--- config.mk ---
export PLATFORM = sky130hd
export DESIGN_NAME = clos_obuf_sync_flat
export DESIGN_NICKNAME = d
export VERILOG_FILES = /design/src/rtl/clos_obuf_sync_if.sv /design/src/rtl/clos_obuf_sync.sv /design/src/flat_wrapper.sv
export SDC_FILE = /design/constraint.sdc
export NUM_CORES = 1
export LEC_CHECK = 0
export BUFFER_PORTS_ARGS = -buffer_cell sky130_fd_sc_hd__buf_2
export CAP_MARGIN = 10
export CORE_UTILIZATION = 40
export DETAILED_ROUTE_END_ITERATION = 16
export SYNTH_ARGS = -nofsm -noshare
export SYNTH_HDL_FRONTEND = slang
export SYNTH_SLANG_ARGS = --single-unit
export TNS_END_PERCENT = 50
--- constraint.sdc ---
create_clock -name clk -period 4.1 [get_ports clk]
set_input_delay 0.82 -clock clk [delete_from_list [all_inputs] [get_ports clk]]
set_output_delay 0.82 -clock clk [all_outputs]
set_load 0.005 [all_outputs]
--- src/rtl/clos_obuf_sync_if.sv ---
// Token-side and sink-side signal bundle of the clos_obuf_sync output buffer.
// slave is the buffer's view; master is the view of the CM plus link driver around it.
interface clos_obuf_sync_if #(
   parameter int DW    = 8,
   parameter int DEPTH = 4
);
   localparam int SCN = DW / 2;
   localparam int AW  = $clog2(DEPTH + 1);

   logic [SCN-1:0] di0, di1, di2, di3;
   logic           di4;
   logic           dia, dia4;
   logic [DW-1:0]  dout;
   logic           deof, dvalid, dready;
   logic [AW-1:0]  count;
   logic           err;

   modport slave (
      input  di0, di1, di2, di3, di4, dready,
      output dia, dia4, dout, deof, dvalid, count, err
   );

   modport master (
      output di0, di1, di2, di3, di4, dready,
      input  dia, dia4, dout, deof, dvalid, count, err
   );
endinterface

--- src/rtl/clos_obuf_sync.sv ---
// Clocked output buffer for one SDM-Clos virtual circuit: 1-of-4 token capture into a DEPTH FIFO.
// Define CLOS_OBUF_ERRCHK_EN to reject and flag multi-hot / eof-with-data tokens.
module clos_obuf_sync #(
   parameter int DW    = 8,
   parameter int DEPTH = 4
) (
   input  logic            clk,
   input  logic            rst,
   clos_obuf_sync_if.slave bus
);
   localparam int SCN = DW / 2;
   localparam int AW  = $clog2(DEPTH + 1);
   localparam int PW  = $clog2(DEPTH);

   typedef enum logic [1:0] {RESYNC, IDLE, HOLD} state_t;

   state_t         state, state_n;
   logic           ack_d, ack_d_n, ack_e, ack_e_n;
   logic [SCN-1:0] any_rail;
   logic [DW-1:0]  dec;
   logic           all_any, no_data, spacer, is_data, is_eof, is_bad;
   logic           push, pop, space;
   logic [DW:0]    mem [DEPTH];
   logic [DW:0]    wdata, head, head_n;
   logic [PW-1:0]  wr_ptr, rd_ptr, rd_n;
   logic [AW-1:0]  count, count_n;
   logic           valid;

   function automatic logic [PW-1:0] nxt(input logic [PW-1:0] p);
      return (p == PW'(DEPTH - 1)) ? '0 : p + PW'(1);
   endfunction

   // Highest-index rail wins inside each sub-channel.
   always_comb begin
      any_rail = '0;
      dec      = '0;
      for (int unsigned k = 0; k < SCN; k++) begin
         any_rail[k] = bus.di0[k] | bus.di1[k] | bus.di2[k] | bus.di3[k];
         if (bus.di3[k])      dec[2*k +: 2] = 2'd3;
         else if (bus.di2[k]) dec[2*k +: 2] = 2'd2;
         else if (bus.di1[k]) dec[2*k +: 2] = 2'd1;
         else                 dec[2*k +: 2] = 2'd0;
      end
   end

   assign all_any = &any_rail;
   assign no_data = ~|any_rail;
   assign spacer  = no_data & ~bus.di4;
   assign is_eof  = bus.di4 & no_data;
   assign wdata   = {is_eof, dec};

`ifdef CLOS_OBUF_ERRCHK_EN
   logic [SCN-1:0] multi;
   logic           err_q;

   always_comb begin
      multi = '0;
      for (int unsigned k = 0; k < SCN; k++) begin
         multi[k] = (bus.di0[k] & bus.di1[k]) | (bus.di0[k] & bus.di2[k]) |
                    (bus.di0[k] & bus.di3[k]) | (bus.di1[k] & bus.di2[k]) |
                    (bus.di1[k] & bus.di3[k]) | (bus.di2[k] & bus.di3[k]);
      end
   end

   assign is_bad  = (all_any & |multi) | (bus.di4 & ~no_data);
   assign is_data = all_any & ~bus.di4 & ~|multi;

   always_ff @(posedge clk) begin
      if (rst) err_q <= 1'b0;
      else if (state == IDLE && is_bad) err_q <= 1'b1;
   end
   assign bus.err = err_q;
`else
   assign is_bad  = 1'b0;
   assign is_data = all_any;
   assign bus.err = 1'b0;
`endif

   assign pop   = valid & bus.dready;
   assign space = (count != AW'(DEPTH)) | pop;

   // Illegal tokens are acked without needing FIFO space since they are never stored.
   always_comb begin
      state_n = state;
      ack_d_n = ack_d;
      ack_e_n = ack_e;
      push    = 1'b0;
      unique case (state)
         RESYNC: if (spacer) state_n = IDLE;
         IDLE: begin
            if (is_bad) begin
               state_n = HOLD;
               ack_d_n = 1'b1;
               ack_e_n = bus.di4;
            end else if ((is_data | is_eof) && space) begin
               push    = 1'b1;
               state_n = HOLD;
               ack_d_n = is_data;
               ack_e_n = is_eof;
            end
         end
         HOLD: begin
            if (spacer) begin
               state_n = IDLE;
               ack_d_n = 1'b0;
               ack_e_n = 1'b0;
            end
         end
         default: state_n = RESYNC;
      endcase
   end

   // Registered head: bypass the write data when the written slot becomes the head.
   always_comb begin
      rd_n    = pop ? nxt(rd_ptr) : rd_ptr;
      count_n = count;
      case ({push, pop})
         2'b10:   count_n = count + AW'(1);
         2'b01:   count_n = count - AW'(1);
         default: count_n = count;
      endcase
      head_n = '0;
      if (count_n != '0) head_n = (push && wr_ptr == rd_n) ? wdata : mem[rd_n];
   end

   always_ff @(posedge clk) begin
      if (rst) begin
         state  <= RESYNC;
         ack_d  <= 1'b0;
         ack_e  <= 1'b0;
         wr_ptr <= '0;
         rd_ptr <= '0;
         count  <= '0;
         head   <= '0;
         valid  <= 1'b0;
      end else begin
         state  <= state_n;
         ack_d  <= ack_d_n;
         ack_e  <= ack_e_n;
         if (push) wr_ptr <= nxt(wr_ptr);
         rd_ptr <= rd_n;
         count  <= count_n;
         head   <= head_n;
         valid  <= (count_n != '0);
      end
   end

   always_ff @(posedge clk) begin
      if (push) mem[wr_ptr] <= wdata;
   end

   assign bus.dia    = ack_d;
   assign bus.dia4   = ack_e;
   assign bus.dout   = head[DW-1:0];
   assign bus.deof   = head[DW];
   assign bus.dvalid = valid;
   assign bus.count  = count;
endmodule

--- src/flat_wrapper.sv ---
// flat-port wrapper written by rule: the top's interface ports become plain ports
module clos_obuf_sync_flat 
#(
   parameter int DW    = 8,
   parameter int DEPTH = 4
)
  (clk, rst, bus_di0, bus_di1, bus_di2, bus_di3, bus_di4, bus_dready, bus_dia, bus_dia4, bus_dout, bus_deof, bus_dvalid, bus_count, bus_err);
  clos_obuf_sync_if #(.DW(DW), .DEPTH(DEPTH)) bus_i ();
  input  logic clk;
  input  logic rst;
  input wire logic [$bits(bus_i.di0)-1:0] bus_di0;
  input wire logic [$bits(bus_i.di1)-1:0] bus_di1;
  input wire logic [$bits(bus_i.di2)-1:0] bus_di2;
  input wire logic [$bits(bus_i.di3)-1:0] bus_di3;
  input wire logic [$bits(bus_i.di4)-1:0] bus_di4;
  input wire logic [$bits(bus_i.dready)-1:0] bus_dready;
  output wire logic [$bits(bus_i.dia)-1:0] bus_dia;
  output wire logic [$bits(bus_i.dia4)-1:0] bus_dia4;
  output wire logic [$bits(bus_i.dout)-1:0] bus_dout;
  output wire logic [$bits(bus_i.deof)-1:0] bus_deof;
  output wire logic [$bits(bus_i.dvalid)-1:0] bus_dvalid;
  output wire logic [$bits(bus_i.count)-1:0] bus_count;
  output wire logic [$bits(bus_i.err)-1:0] bus_err;
  assign bus_i.di0 = bus_di0;
  assign bus_i.di1 = bus_di1;
  assign bus_i.di2 = bus_di2;
  assign bus_i.di3 = bus_di3;
  assign bus_i.di4 = bus_di4;
  assign bus_i.dready = bus_dready;
  assign bus_dia = bus_i.dia;
  assign bus_dia4 = bus_i.dia4;
  assign bus_dout = bus_i.dout;
  assign bus_deof = bus_i.deof;
  assign bus_dvalid = bus_i.dvalid;
  assign bus_count = bus_i.count;
  assign bus_err = bus_i.err;
  clos_obuf_sync #(.DW(DW), .DEPTH(DEPTH)) u_core (.clk(clk), .rst(rst), .bus(bus_i));
endmodule
==> impl_results.md <==
* Synthesis-to-finish area growth at 17.5%
* Critical path arrival at 3.75 ns
* CTS Sinks at 57
* DRC at 0
* CP max stage delay at 0.58 ns
* Post-synth EDFFs at 36
* Setup violators final at 0
* Finished Cell Area at 3120 sq um
* Post-DRT Antenna Nets at 0
* Final Critical Period at 3.54 ns
* Worst slew pin tran at 0.968 ns
* Starting density of the core at 0.416
* H-tree lvl count at 3
* Die area at 6970 sq um
* Postcts setup bufs at 0
* Antenna diodes at 0
* Worst setup SP type: input pin
* Top cell family by delay on the critical path: compound AO/OA/AOI/OAI gates
* Row count at 29
* Clock root buffer: clkbuf_8
* Slew margin rel. at 0.352
* PwrDens at 391 nW/um^2
* Ys Warns at 0
* CP cell instances: buf_2 -> or4_4 -> a2111oi_4 -> a22o_4 -> inv_2 -> ha_1 -> fa_1 -> xnor2_1 -> nor2_1 -> xnor2_1 -> a21o_1 -> a21oi_1
* Syn nets at 236
* Status: finished clean
* GRT overflow at 0
* RSZ-0062 raised after global routing: no
* CP bufs+invs at 2
* Kind of end point of the critical path: register
* Later-pin clock latency in the skew report at 0.33 ns
* DR iter-0 viols at 91
* Fraction of layout instances using a drive strength above 1 at 0.308
* Min-delay worst type: register to register
* Synth Flop Type: edfxtp_1
* Sequential-to-total area share from yosys stat at 0.565
* Most common cell type on the critical path: xnor2_1
* FF/Latch Area at 1500 sq um
* Max-cap viol count at 0
* Synth unique cells at 49
* Final Hold Viols at 0
* Final WL at 5450 um
* Detail Placement HPWL at 3680 um
* Async SR Flop Fraction at 0
* Largest net degree at the start of global routing at 16
* Via density at 5.46
* PortBufs at 34
* Clock skew at 0.00317 ns
* Crit-path slowest cell: or4_4
* Syn avg cell area at 13.0 sq um
* IO Count at 36
* Fin Setup TNS at 0 ns
* Kind of critical path: input pin to register
* Drt wl/cell at 16.7 um
* Yosys reg bits at 57
* Total track usage at 0.172
* Fillers at 565
* First-pass GRT wire length at 8940 um
* Multi-input logic area at 1070 sq um
* Inserted Clock Buffers at 9
* Lkg Pwr at 1.22 nW
* Die X at 83.5 um
* Hold buffers post-CTS at 0
* Core Region at 6390 sq um
* Fmax at 0.282 GHz
* Via count at 1787
* Placed cell areas at 2900 sq um
* Critical Path RT at 4.30 ns
* Global placer's final weighted congestion at 0.746
* Clk slew on worst S/H paths at 0.06 ns
* CTS tree: built
* Initial antenna violation count at 0
* Syn Std Cell Area at 2660 sq um
* CTS Buffer Depth at 2
* CP max FO at 15
* # resized after CTS at 0
* Vias in the first global route at 1753
* Die height at 83.5 um
* Mapped Cells at 205
* Layout Nets at 276
* First-pass DRT Iterations at 4
* Crit share post-route at 0.864
* Final Max Slew Viols at 0
* Max IR drop VDD at 0.000246 V
[layout make-up]
| class | count | share of cell area |
|---|---|---|
| Tap cell | 77 | 0.0309 |
| Inverter | 15 | 0.0180 |
| Clock buffer | 11 | 0.0453 |
| Clock inverter | 5 | 0.0253 |
| Multi-Input combinational cell | 127 | 0.343 |
| Sequential cell | 57 | 0.481 |
| Timing Repair Buffer | 35 | 0.0569 |
[per-layer routing]
layer | up-vias | GRT usage | part of all wire
li1 | 853 | - | -
met1 | 889 | 0.229 | 0.47
met2 | 38 | 0.268 | 0.47
met3 | 7 | 0.0307 | 0.035
met4 | 0 | 0.0940 | 0.019
met5 | - | 0 | 0
[power by group]
part	total [W]	leakage, nW	switching (W)	internal [W]
clock network	0.000581	0.113	0.000223	0.000358
logic	0.0000327	0.619	0.0000195	0.0000131
registers	0.000609	0.486	0.0000000286	0.000609
[worst register-to-register path: stages (launching register included)]
cell and delay, ns:
dfxtp_1 0.46, a211oi_1 0.09, buf_4 0.17, a2111oi_4 0.35, a22o_4 0.25, inv_2 0.14, ha_1 0.26, fa_1 0.39
xnor2_1 0.15, nor2_1 0.07, xnor2_1 0.20, a21o_1 0.34, a21oi_1 0.10
[registers in the layout, summed over array words and instances (netlist names)]
| signal | count |
|---|---|
| u_core.rd_ptr | 2 |
| u_core.wr_ptr | 2 |
| u_core.head | 9 |
| u_core.mem | 36 |
| u_core.bus.dia | 1 |
| u_core.state | 2 |
| u_core.bus.dia4 | 1 |
| u_core.bus.count | 3 |
| u_core.bus.dvalid | 1 |
[logic make-up after synthesis]
family / count (synthesis) / synth area share
adders and majority gates: 11 / 0.0546
AOI/OAI and AO/OA: 48 / 0.132
and+or+nand+nor: 54 / 0.125
xor gates and xnor gates: 3 / 0.00989
muxes: 10 / 0.0801
other: 1 / 0.00141
buffers and inverters: 21 / 0.0320
DFF: 57 / 0.565
[cell usage in the layout (no fill, tap or decap), types with 2 or more instances in the layout]
cell        n
nand2_1     6
buf_2      34
o21ai_0    11
a211oi_1    2
edfxtp_1   36
nand3_1     9
nor2_1     10
a21o_1      6
or4_4       4
a21boi_0    3
or3_1       3
clkbuf_8   10
dfxtp_1    21
xnor2_1     2
clkinv_2    2
nand4_1     2
and2_1      6
a21oi_1    15
or2_2       4
bufinv_16   2
inv_1      14
ha_1       10
mux4_2      9
[metrics by stage]
stage	utilization	hold slack, ns	instances	total power, W	setup WS (ns)
after global routing	0.489	0.513	327	0.00126	0.356
after floorplan	-	0.460	205	0.000637	0.483
after global placement	0.454	0.460	311	0.000653	0.339
after detailed placement	0.454	0.467	311	0.000654	0.256
final	0.489	0.477	327	0.00122	0.557
after CTS	0.489	0.478	327	0.00123	0.572
[cells in the mapped netlist, types with 2 or more instances]
library cell	count	share of area
a211oi_1	2	0.0057
mux4_2	9	0.076
inv_1	14	0.020
nand2_1	6	0.0085
xnor2_1	2	0.0066
clkbuf_1	2	0.0028
buf_2	2	0.0038
a21o_1	6	0.017
a21boi_0	3	0.0085
a21oi_1	15	0.028
or3_1	3	0.0071
edfxtp_1	36	0.41
nand4_1	2	0.0047
or4_4	4	0.017
and2_1	6	0.014
nand3_1	9	0.017
ha_1	10	0.047
dfxtp_1	21	0.16
or2_2	4	0.0094
nor2_1	10	0.014
o21ai_0	11	0.021
[path summary, 6_finish.rpt]
kind / from / end / slack [ns] / cells past startpoint
worst max-delay path: bus_di0[3] / u_core.head[0]$_SDFF_PP0_ / 0.56 / 12
worst max register to register: u_core.bus.count[0]$_SDFF_PP0_ / u_core.head[0]$_SDFF_PP0_ / 1.00 / 12
worst min-delay path: u_core.bus.dia4$_SDFFE_PP0P_ / u_core.bus.dia4$_SDFFE_PP0P_ / 0.48 / 2
worst min register to register: u_core.bus.dia4$_SDFFE_PP0P_ / u_core.bus.dia4$_SDFFE_PP0P_ / 0.48 / 2
Power figures use the tool's default switching activity.
